<file path="src/rtl/ysyx_22040125_fetch_ctrl.sv">
// Instruction-fetch initiator: owns the fetch PC, drives the synchronous ROM,
// and buffers {pc, inst} pairs in a 2-entry FIFO for decode.
module ysyx_22040125_fetch_ctrl #(
    parameter int              PC_W     = 64,
    parameter int              INST_W   = 32,
    parameter logic [PC_W-1:0] RESET_PC = PC_W'(64'h8000_0000)
) (
    input  logic              clk,
    input  logic              rst,
    output logic              mem_req,
    output logic [PC_W-1:0]   mem_pc,
    input  logic [INST_W-1:0] mem_inst,
    input  logic              redirect_valid,
    input  logic [PC_W-1:0]   redirect_pc,
    input  logic              halt_req,
    output logic              out_valid,
    input  logic              out_ready,
    output logic [PC_W-1:0]   out_pc,
    output logic [INST_W-1:0] out_inst,
    output logic [63:0]       fetch_count
);

    typedef enum logic [1:0] {
        S_START,
        S_RUN,
        S_HALT
    } state_t;

    typedef struct packed {
        logic [PC_W-1:0]   pc;
        logic [INST_W-1:0] inst;
    } entry_t;

    state_t          state;
    state_t          state_nx;
    logic [PC_W-1:0] fetch_pc;
    logic [PC_W-1:0] inflight_pc;
    logic            inflight;
    logic [1:0]      count;
    entry_t          head;
    entry_t          tail;
    entry_t          incoming;
    logic            pop;
    logic            push;
    logic            room;
    logic            issue;

    assign out_valid = (count != 2'd0);
    assign out_pc    = head.pc;
    assign out_inst  = head.inst;
    assign pop       = out_valid && out_ready;
    assign push      = inflight && !redirect_valid;
    assign mem_pc    = redirect_valid ? redirect_pc : fetch_pc;
    assign room      = ({1'b0, count} + {2'b0, inflight}) < 3'd2;
    assign incoming  = '{pc: inflight_pc, inst: mem_inst};
    assign mem_req   = issue;

    always_comb begin
        state_nx = state;
        issue    = 1'b0;
        // Redirect always issues and overrides a same-cycle halt.
        if (rst) begin
            if (redirect_valid) begin
                issue = 1'b1;
            end else if (state == S_RUN && !halt_req) begin
                issue = room || pop;
            end
        end
        if (redirect_valid) begin
            state_nx = S_RUN;
        end else begin
            unique case (state)
                S_START: state_nx = S_RUN;
                S_RUN:   state_nx = halt_req ? S_HALT : S_RUN;
                S_HALT:  state_nx = S_HALT;
                default: state_nx = S_START;
            endcase
        end
    end

    always_ff @(posedge clk) begin
        if (!rst) begin
            state       <= S_START;
            fetch_pc    <= RESET_PC;
            inflight    <= 1'b0;
            inflight_pc <= '0;
            count       <= 2'd0;
            head        <= '0;
            tail        <= '0;
            fetch_count <= 64'd0;
        end else begin
            state       <= state_nx;
            inflight    <= issue;
            inflight_pc <= mem_pc;
            if (issue) fetch_pc <= mem_pc + PC_W'(4);
            if (pop) fetch_count <= fetch_count + 64'd1;
            if (redirect_valid) begin
                count <= 2'd0;
            end else begin
                case ({push, pop})
                    2'b10: begin
                        if (count == 2'd0) head <= incoming;
                        else tail <= incoming;
                        count <= count + 2'd1;
                    end
                    2'b01: begin
                        head  <= tail;
                        count <= count - 2'd1;
                    end
                    2'b11: begin
                        if (count == 2'd1) begin
                            head <= incoming;
                        end else begin
                            head <= tail;
                            tail <= incoming;
                        end
                    end
                    default: ;
                endcase
            end
        end
    end

endmodule

</file>
<file path="config.mk">
export PLATFORM = sky130hd
export DESIGN_NAME = ysyx_22040125_fetch_ctrl
export DESIGN_NICKNAME = d
export VERILOG_FILES = /design/src/rtl/ysyx_22040125_fetch_ctrl.sv
export SDC_FILE = /design/constraint.sdc
export NUM_CORES = 1
export LEC_CHECK = 0
export BUFFER_PORTS_ARGS = -buffer_cell sky130_fd_sc_hd__buf_2
export CAP_MARGIN = 40
export CORE_MARGIN = 2
export CORE_UTILIZATION = 55
export CTS_CLUSTER_DIAMETER = 50
export DETAILED_ROUTE_END_ITERATION = 12
export PLACE_DENSITY = 0.79
export RECOVER_POWER = 50
export SETUP_SLACK_MARGIN = 0.1
export SLEW_MARGIN = 20
export SYNTH_ARGS = -nofsm -noshare
export SYNTH_HDL_FRONTEND = slang
export SYNTH_SLANG_ARGS = --single-unit
</file>
<file path="constraint.sdc">
create_clock -name clk -period 8 [get_ports clk]
set_input_delay 1.6 -clock clk [delete_from_list [all_inputs] [get_ports clk]]
set_output_delay 1.6 -clock clk [all_outputs]
set_load 0.05 [all_outputs]
</file>
Yosys cells after proc, flatten, opt, wreduce, memory -nomap -nowiden
Cells that the tools add are included.

Flip-flop bits (word level): 389. Output and inout bits: 226.

$add $sub $neg: 5. Magnitude comparators: 1. Equal/unequal tests: 9. Mux-type cells: 14. Bitwise gates (word level): 2. Reduce and logical (&&, ||, !) cells: 15.

Operators with widths (count): $mux 96 (4); $pmux 96 s3 (1); $pmux 96 s2 (1); $add 64x1->64 const B (1); $add 64x3->64 const B (1); $mux 64 (1); $eq 2x1->1 const B (3); $eq 2x2->1 const B (3); $ne 2x2->1 const B (3); $pmux 2 s3 (1); $reduce_bool 2->1 (3); $logic_not 2->1 (2); $mux 1 (4); $pmux 2 s2 (1); $reduce_and 4->1 (1); $add 2x1->3 (1); $logic_and 1x1->1 (3); $lt 3x2->1 const B (1); $reduce_and 3->1 (1); $reduce_bool 3->1 (1); $add 2x1->2 const B (1); $logic_not 1->1 (2); $mux 2 (1); $not 1->1 (2); 3 further kinds (3).

Depth between registers and ports, before layout
Gate-level depths: netlist of the first run.

Depth after elaboration: 6. Gate-level depth with buffers: 17. Depth with buffers taken out: 12.

Worst setup path after synthesis of the first run
Ideal clock, no wire load.

Kind: input-to-reg. Start point: input port redirect_valid. End point: register fetch_pc[58]. Arrival: 5.475 ns. Path slack: 2.411 ns. Stages on the path: 16. Cell sequence: buf_6 -> buf_8 -> buf_2 -> clkbuf_1 -> buf_2 -> buf_2 -> buf_2 -> mux2i_1 -> inv_1 -> ha_1 -> nand4b_1 -> a21oi_1 -> nand4_1 -> nor4_2 -> mux2_2 -> a2111oi_0.

Longest elaborated chain between the ends: 2. Elaborated cells between the ends (all ways): 4. Classes of those cells: 1 x add/sub; 3 x mux.

Ends and longest elaborated chain: start, declared (line 13) `input logic redirect_valid,`; $mux 64 (line 53) `assign mem_pc = redirect_valid ? redirect_pc : fetch_pc;`; net mem_pc[2] (line 11) `output logic [PC_W-1:0] mem_pc,`; $add 64x3->64 (line 95) `if (issue) fetch_pc <= mem_pc + PC_W'(4);`; end signal, assigned (line 95); end, declared (line 36) `logic [PC_W-1:0] fetch_pc;`.

The timed path passes the listed nets, and every way through them passes these cells. A chain may end at the register's enable or synchronous reset.

Final worst setup path of the first run
Start point: input port redirect_valid. End point: output port mem_req.

Longest elaborated chain between the ends: 2.

Ends and longest elaborated chain: $mux 1 (line 63) `if (redirect_valid) begin`; $mux 1 (line 62) `if (rst) begin`; end, declared (line 10) `output logic mem_req,`.

No other way between the ends.

==> impl_metrics.csv, run 1 <==
group,metric,value,unit
power_and_ir_drop,clkPwrFrac,43.4,%
power_and_ir_drop,p_sw,0.00136,W
timing,worst_pin_slew,3.19,ns
clock_tree,cts_tree,"yes",
global_route,grt-ovfl-total,0,
global_route,grt_pass1_wl,76600,um
die,die_h,179,um
placement,hpwl,32900,um
yosys,yosysWarningCount,0,
timing,max_freq,0.153,GHz
worst_hold_path,hold_class,"reg2reg",
layout,drive_above_1_share,12.3,%
timing,tns,0,ns
critical_path,cp_slowest_stage_delay,1.44,ns
outcome,outcome,"finished, violations left",
yosys,syn_avg_cell_area,8.28,um^2
critical_path,crit_chain,"clkbuf_1 -> or2_2 -> nand2_1 -> inv_1 -> buf_2",
clock_tree,root_buffer,"clkbuf_16",
timing,rsz0062_at_grt,"no",
detailed_routing,drtPass1Iterations,8,
clock_tree,cts_resized,0,
timing,setup_viol,0,
yosys,postSynthCellCount,2039,
yosys,synth_seq_cells,389,
yosys,synth_top_area_share,46.1,%
critical_path,critPathTopFamily,"buffers and inverters",
clock_tree,cts_sinks,389,
detailed_routing,viasPerCell,5.96,
clock_tree,cts_buffers,44,
timing,fin_skew,0.0210,ns
global_route,grt_pass1_vias,15300,
power_and_ir_drop,power.density,238,nW/um^2
detailed_routing,avgRoutedWirePerCell,18.0,um
die,fp-row-count,64,
yosys,synth_edf_count,0,
detailed_routing,vias,16300,
die,core,30400,um^2
clock_tree,cts_setup_buffers,0,
yosys,synth_ff_type,"dfxtp_1",
layout,area_delta_synth_final,19.1,%
detailed_routing,ant_nets,0,
yosys,yosysUniqueCellTypes,67,
power_and_ir_drop,intPower,0.00343,W
critical_path,critPathMaxFanout,41,
yosys,synthesis.nets,2148,
placement,port_buffers,326,
power_and_ir_drop,p_leak,7.66,nW
job,maxCapViolCount,3,
yosys,ys_top_cells_by_area,"dfxtp_1 46%, nand2_1 7.7%, a221oi_1 5.0%, nor2_1 4.8%, a21oi_1 4.3%",
critical_path,cp_data_required_time,6.40,ns
critical_path,worstPathArrival,4.95,ns
yosys,synth-seq-area-share,46.1,%
timing,maxSlewViolCount,151,
die,initial_utilization,55.5,%
critical_path,critical_path_class,"in2out",
power_and_ir_drop,power_frac_comb,13.3,%
yosys,yosys.area.top_type,"dfxtp_1",
die,dieArea,32100,um^2
power_and_ir_drop,peakVddDrop,0.133,mV
timing,fin_crit_sh,81.9,%
global_route,grt_max_degree,115,
die,io_pins,327,
yosys,syn_area,16900,um^2
clock_tree,clk_path_buf_depth,3,
timing,fin_crit,6.55,ns
yosys,synthArstFlopShare,0,%
critical_path,path_buf_inv,3,
global_route,globalRouteTotalUtil,29.5,%
critical_path,cp-end-kind,"primary output",
timing,slew_headroom,-112,%
detailed_routing,wirelength,49400,um
layout,nNetsFinal,2404,
die,die_w,179,um
clock_tree,h-tree-depth,2,
timing,finalHoldViolations,0,
clock_tree,ctsHoldBuffers,0,
power_and_ir_drop,seqPwrFrac,43.3,%
detailed_routing,drt_iter0_drc,1583,
yosys,yosysMostFrequentCell,"dfxtp_1",
critical_path,start_kind,"input pin",
clock_tree,clkSlewWorstSetupHoldPaths,0.06,ns
outcome,violations,"max-capacitance violations, max-slew violations",
yosys,synthTopCellsByCount,"389 x dfxtp_1, 348 x nand2_1, 217 x nor2_1",
clock_tree,clk_latency,0.55,ns
global_route,antenna_found_initial,12,
critical_path,slowest_stage,"clkbuf_1",
detailed_routing,drcViolationCount,0,
placement,gp_congestion,0.899,
power_and_ir_drop,swShare,28.4,%
layout,utilization,66.1,%
==> stage by stage <==
stage	instance area (um^2)	hold slack [ns]	instances	power [W]	setup WS, ns
finish	20100	0.446	2740	0.00479	1.45
global route	20100	0.464	2737	0.00494	1.18
CTS	20300	0.433	2726	0.00481	2.50
detailed placement	18800	0.443	2644	0.00275	2.49
global placement	18600	0.437	2637	0.00273	2.50
floorplan	16900	0.421	2039	0.00257	2.41
==> layout by cell type, fill, tap and decap left out, drive strengths merged, types with 45 or more instances in the layout <==
cell and n:
a21oi 146, a221oi 96, buf 183, clkbuf 227, dfxtp 389, inv 72
mux2i 45, nand2 349, nand3 72, nor2 217, nor3 115, xnor2 50
==> sequential cells by signal, indices dropped and copies added (netlist names) <==
name / cells
out_pc: 64
inflight_pc: 64
out_inst: 32
inflight: 1
state: 2
tail: 96
count: 2
fetch_count: 64
fetch_pc: 64
==> worst register-to-register path: stages, from the launching register on <==
cell,delay (ns)
dfxtp_1,0.42
mux2i_1,0.15
inv_1,0.19
ha_1,0.22
nand4_1,0.13
a21oi_1,0.61
nand4_1,0.17
buf_4,0.24
nor4_2,0.70
mux2_2,0.40
a2111oi_0,0.30
==> power groups by stage <==
stage / Clock, W / Sequential, W / Combinational, W
after floorplan: 0 / 0.00221 / 0.000360
after global placement: 0 / 0.00211 / 0.000625
after global routing: 0.00218 / 0.00208 / 0.000680
after CTS: 0.00210 / 0.00207 / 0.000642
final: 0.00208 / 0.00207 / 0.000636
after detailed placement: 0 / 0.00211 / 0.000638
==> logic make-up (layout without fill, tap and decap cells) <==
group	after synthesis	after routing	share of synthesized area, %
and+or+nand+nor	933	933	26.0
DFF	389	389	46.1
AOI/OAI and AO/OA	360	360	14.3
buffers and inverters	204	496	4.88
xor gates and xnor gates	83	83	4.30
muxes	62	62	3.80
adders and majority gates	8	8	0.593
other	0	13	0
==> per-layer routing <==
metal  vias up  wire length (um)  GRT usage, %
met3       120              4210          5.68
met2       722             23300          49.2
li1       7717                 -             -
met4         4              1620          12.5
met1      7773             20200          37.2
met5         -                27             0
==> worst paths after layout <==
path / from / endpoint / slack (ns) / cells past startpoint
max: redirect_valid / mem_req / 1.45 / 5
max reg2reg: fetch_pc[2]$_SDFFE_PN0P_ / fetch_pc[58]$_SDFFE_PN0P_ / 4.35 / 10
min reg2reg: inflight_pc[19]$_SDFF_PN0_ / tail[51]$_SDFFE_PN0P_ / 0.45 / 2
min: inflight_pc[19]$_SDFF_PN0_ / tail[51]$_SDFFE_PN0P_ / 0.45 / 2
==> area by class of cell <==
type                    count  area, um^2
repair buffers            349        1710
clock buffers              61        1300
clock inverters            21         228
multi-input cells        1446        8310
fillers                  2609       10300
diodes                     13        32.5
well taps                 396         495
inverters                  65         251
flip-flops and latches    389        7790
Note: power is estimated with default switching activity, not from simulation.
==> run 2, diff against run 1 <==
- clock period: 8 -> 6.82 ns (I/O delays scaled with it)
==> impl_metrics.csv, run 2 (synthesis results as in run 1) <==
group,metric,value,unit
timing,fin_skew,0.0105,ns
job,maxCapViolCount,5,
detailed_routing,avgRoutedWirePerCell,18.0,um
outcome,violations,"max-capacitance violations, max-slew violations",
layout,largest_register_ffs,96,
power_and_ir_drop,power_frac_comb,13.0,%
timing,fin_crit,5.20,ns
clock_tree,clkSlewWorstSetupHoldPaths,0.07,ns
layout,area_delta_synth_final,19.5,%
die,die_h,179,um
detailed_routing,drcViolationCount,0,
power_and_ir_drop,intPower,0.00414,W
layout,final_common_cell,"dfxtp_1",
timing,timing.final.ws_setup,1.62,ns
timing,finalHoldViolations,0,
layout,largest-register,"tail",
critical_path,rrSetupSlack,2.68,ns
layout,regArea,7790,um^2
die,io_pins,327,
timing,rsz0062_at_grt,"no",
clock_tree,cts_setup_buffers,0,
layout,fillCellCount,2648,
timing,slew_headroom,-103,%
timing,whs,0.447,ns
placement,gp_congestion,0.899,
detailed_routing,viasPerCell,5.96,
placement,dp_cells,2644,
worst_hold_path,min-delay-start,"inflight_pc[24]$_SDFF_PN0_",
critical_path,cp-end-kind,"flip-flop",
critical_path,r2r_cells,11,
global_route,antenna_found_initial,8,
power_and_ir_drop,finalPower,0.00574,W
critical_path,cp_slowest_stage_delay,1.46,ns
detailed_routing,drt_iter0_drc,1412,
critical_path,worstPathArrival,5.63,ns
placement,dp_slack,1.98,ns
placement,port_buffers,326,
clock_tree,cts_sinks,389,
critical_path,r2r-end,"fetch_pc[61]$_SDFFE_PN0P_",
layout,nNetsFinal,2406,
critical_path,crit_chain,"clkbuf_1 -> clkbuf_1 -> inv_8 -> buf_16 -> clkbuf_1 -> nor2_1 -> and4_1 -> a311o_1",
critical_path,critical_path_class,"in2reg",
critical_path,critPathMaxFanout,124,
critical_path,slowest_stage,"clkbuf_1",
worst_hold_path,min_path_cells,2,
power_and_ir_drop,p_sw,0.00159,W
layout,drive_above_1_share,12.8,%
power_and_ir_drop,clkPwrFrac,44.6,%
timing,worst_pin_slew,3.05,ns
power_and_ir_drop,power.density,284,nW/um^2
global_route,grt_pass1_wl,77000,um
critical_path,critPathTopFamily,"buffers and inverters",
worst_hold_path,hold_path_end,"tail[56]$_SDFFE_PN0P_",
global_route,grt_pass1_vias,15200,
clock_tree,ctsHoldBuffers,0,
power_and_ir_drop,p_leak,7.68,nW
critical_path,crit_top_cell,"clkbuf_1",
global_route,globalRouteTotalUtil,29.4,%
die,dieArea,32100,um^2
global_route,grt_max_degree,148,
timing,setup_viol,0,
clock_tree,cts_resized,0,
die,core,30400,um^2
critical_path,path_buf_inv,5,
detailed_routing,ant_nets,0,
die,fp-row-count,64,
timing,max_freq,0.192,GHz
power_and_ir_drop,seqPwrFrac,42.4,%
placement,hpwl,32400,um
critical_path,cp_data_required_time,7.25,ns
die,die_w,179,um
detailed_routing,drtPass1Iterations,6,
layout,most-common-layout-cells,"389 x dfxtp_1, 347 x nand2_1, 214 x nor2_1",
timing,maxSlewViolCount,264,
power_and_ir_drop,peakVddDrop,0.185,mV
timing,fin_crit_sh,76.3,%
clock_tree,cts_tree,"yes",
global_route,grt-ovfl-total,0,
clock_tree,clk_latency,0.54,ns
layout,fin_cells,2737,
timing,tns,0,ns
layout,multi_input_area,8320,um^2
outcome,outcome,"finished, violations left",
die,initial_utilization,55.5,%
power_and_ir_drop,swShare,27.7,%
critical_path,r2r_start,"count[0]$_SDFFE_PP0P_",
critical_path,start_kind,"input pin",
clock_tree,clk_path_buf_depth,3,
clock_tree,h-tree-depth,2,
clock_tree,root_buffer,"clkbuf_16",
detailed_routing,wirelength,49300,um
detailed_routing,vias,16300,
clock_tree,cts_buffers,44,
worst_hold_path,hold_class,"reg2reg",
==> run 2: cell count changes in the layout (fill, tap and decap cells not counted), moves of 2 or more <==
cell	previous run	this run
inv_6	7	5
and2_1	20	14
mux2_2	4	17
diode_2	13	9
buf_2	166	163
bufinv_16	3	8
clkbuf_1	170	174
mux2_1	13	0
clkbuf_8	11	5
and2_0	1	7
==> run 2: power groups by stage <==
stage / clock [W] / sequential (W) / combinational (W)
floorplan: 0 / 0.00259 / 0.000422
global placement: 0 / 0.00248 / 0.000732
detailed placement: 0 / 0.00248 / 0.000746
CTS: 0.00258 / 0.00243 / 0.000749
global route: 0.00267 / 0.00244 / 0.000797
finish: 0.00256 / 0.00243 / 0.000746
==> run 2: worst reg2reg max path: cells and delay by family (launching register included) <==
family	cells	cell delay, ns
flip-flops	1	0.34
buffers and inverters	4	1.93
AND/OR/NAND/NOR	4	0.78
adder cells (fa/ha/maj)	1	0.26
AO/OA/AOI/OAI	2	0.73
==> run 2: area by class of cell <==
type,instances,area share (%)
multi-input combinational,1446,41.2
sequential,389,38.6
timing repair buffer,351,8.51
clock buffer,56,6.03
tap,396,2.46
clock inverter,25,1.83
inverter,65,1.25
antenna,9,0.112
==> run 2: stage by stage <==
step,cell area [um^2],utilization (%)
floorplan,16900,-
global placement,18600,61.3
detailed placement,18700,61.6
CTS,20300,66.8
global route,20200,66.3
finish,20200,66.3
==> run 2: layer usage <==
layer / vias up / part of all wire [%] / track usage (%)
met5: - / 0.026 / 0
met4: 2 / 3.7 / 12.2
met3: 133 / 8.2 / 5.17
met2: 762 / 47 / 48.3
met1: 7709 / 41 / 38.2
li1: 7700 / - / -
==> run 2: how the worst max path moves through the flow <==
| stage | startpoint | cells after the start | endpoint | slack [ns] |
|---|---|---|---|---|
| 6_report | rst | 8 | fetch_pc[27]$_SDFFE_PN0P_ | 1.62 |
| 5_1_grt | rst | 8 | fetch_pc[27]$_SDFFE_PN0P_ | 1.37 |
| 4_1_cts | out_ready | 8 | mem_req | 2.07 |
| 3_5_place_dp | redirect_valid | 10 | tail[86]$_SDFFE_PN0P_ | 1.98 |
| 3_3_place_gp | redirect_valid | 12 | fetch_pc[58]$_SDFFE_PN0P_ | 2.09 |
| 2_1_floorplan | redirect_valid | 16 | fetch_pc[58]$_SDFFE_PN0P_ | 1.47 |
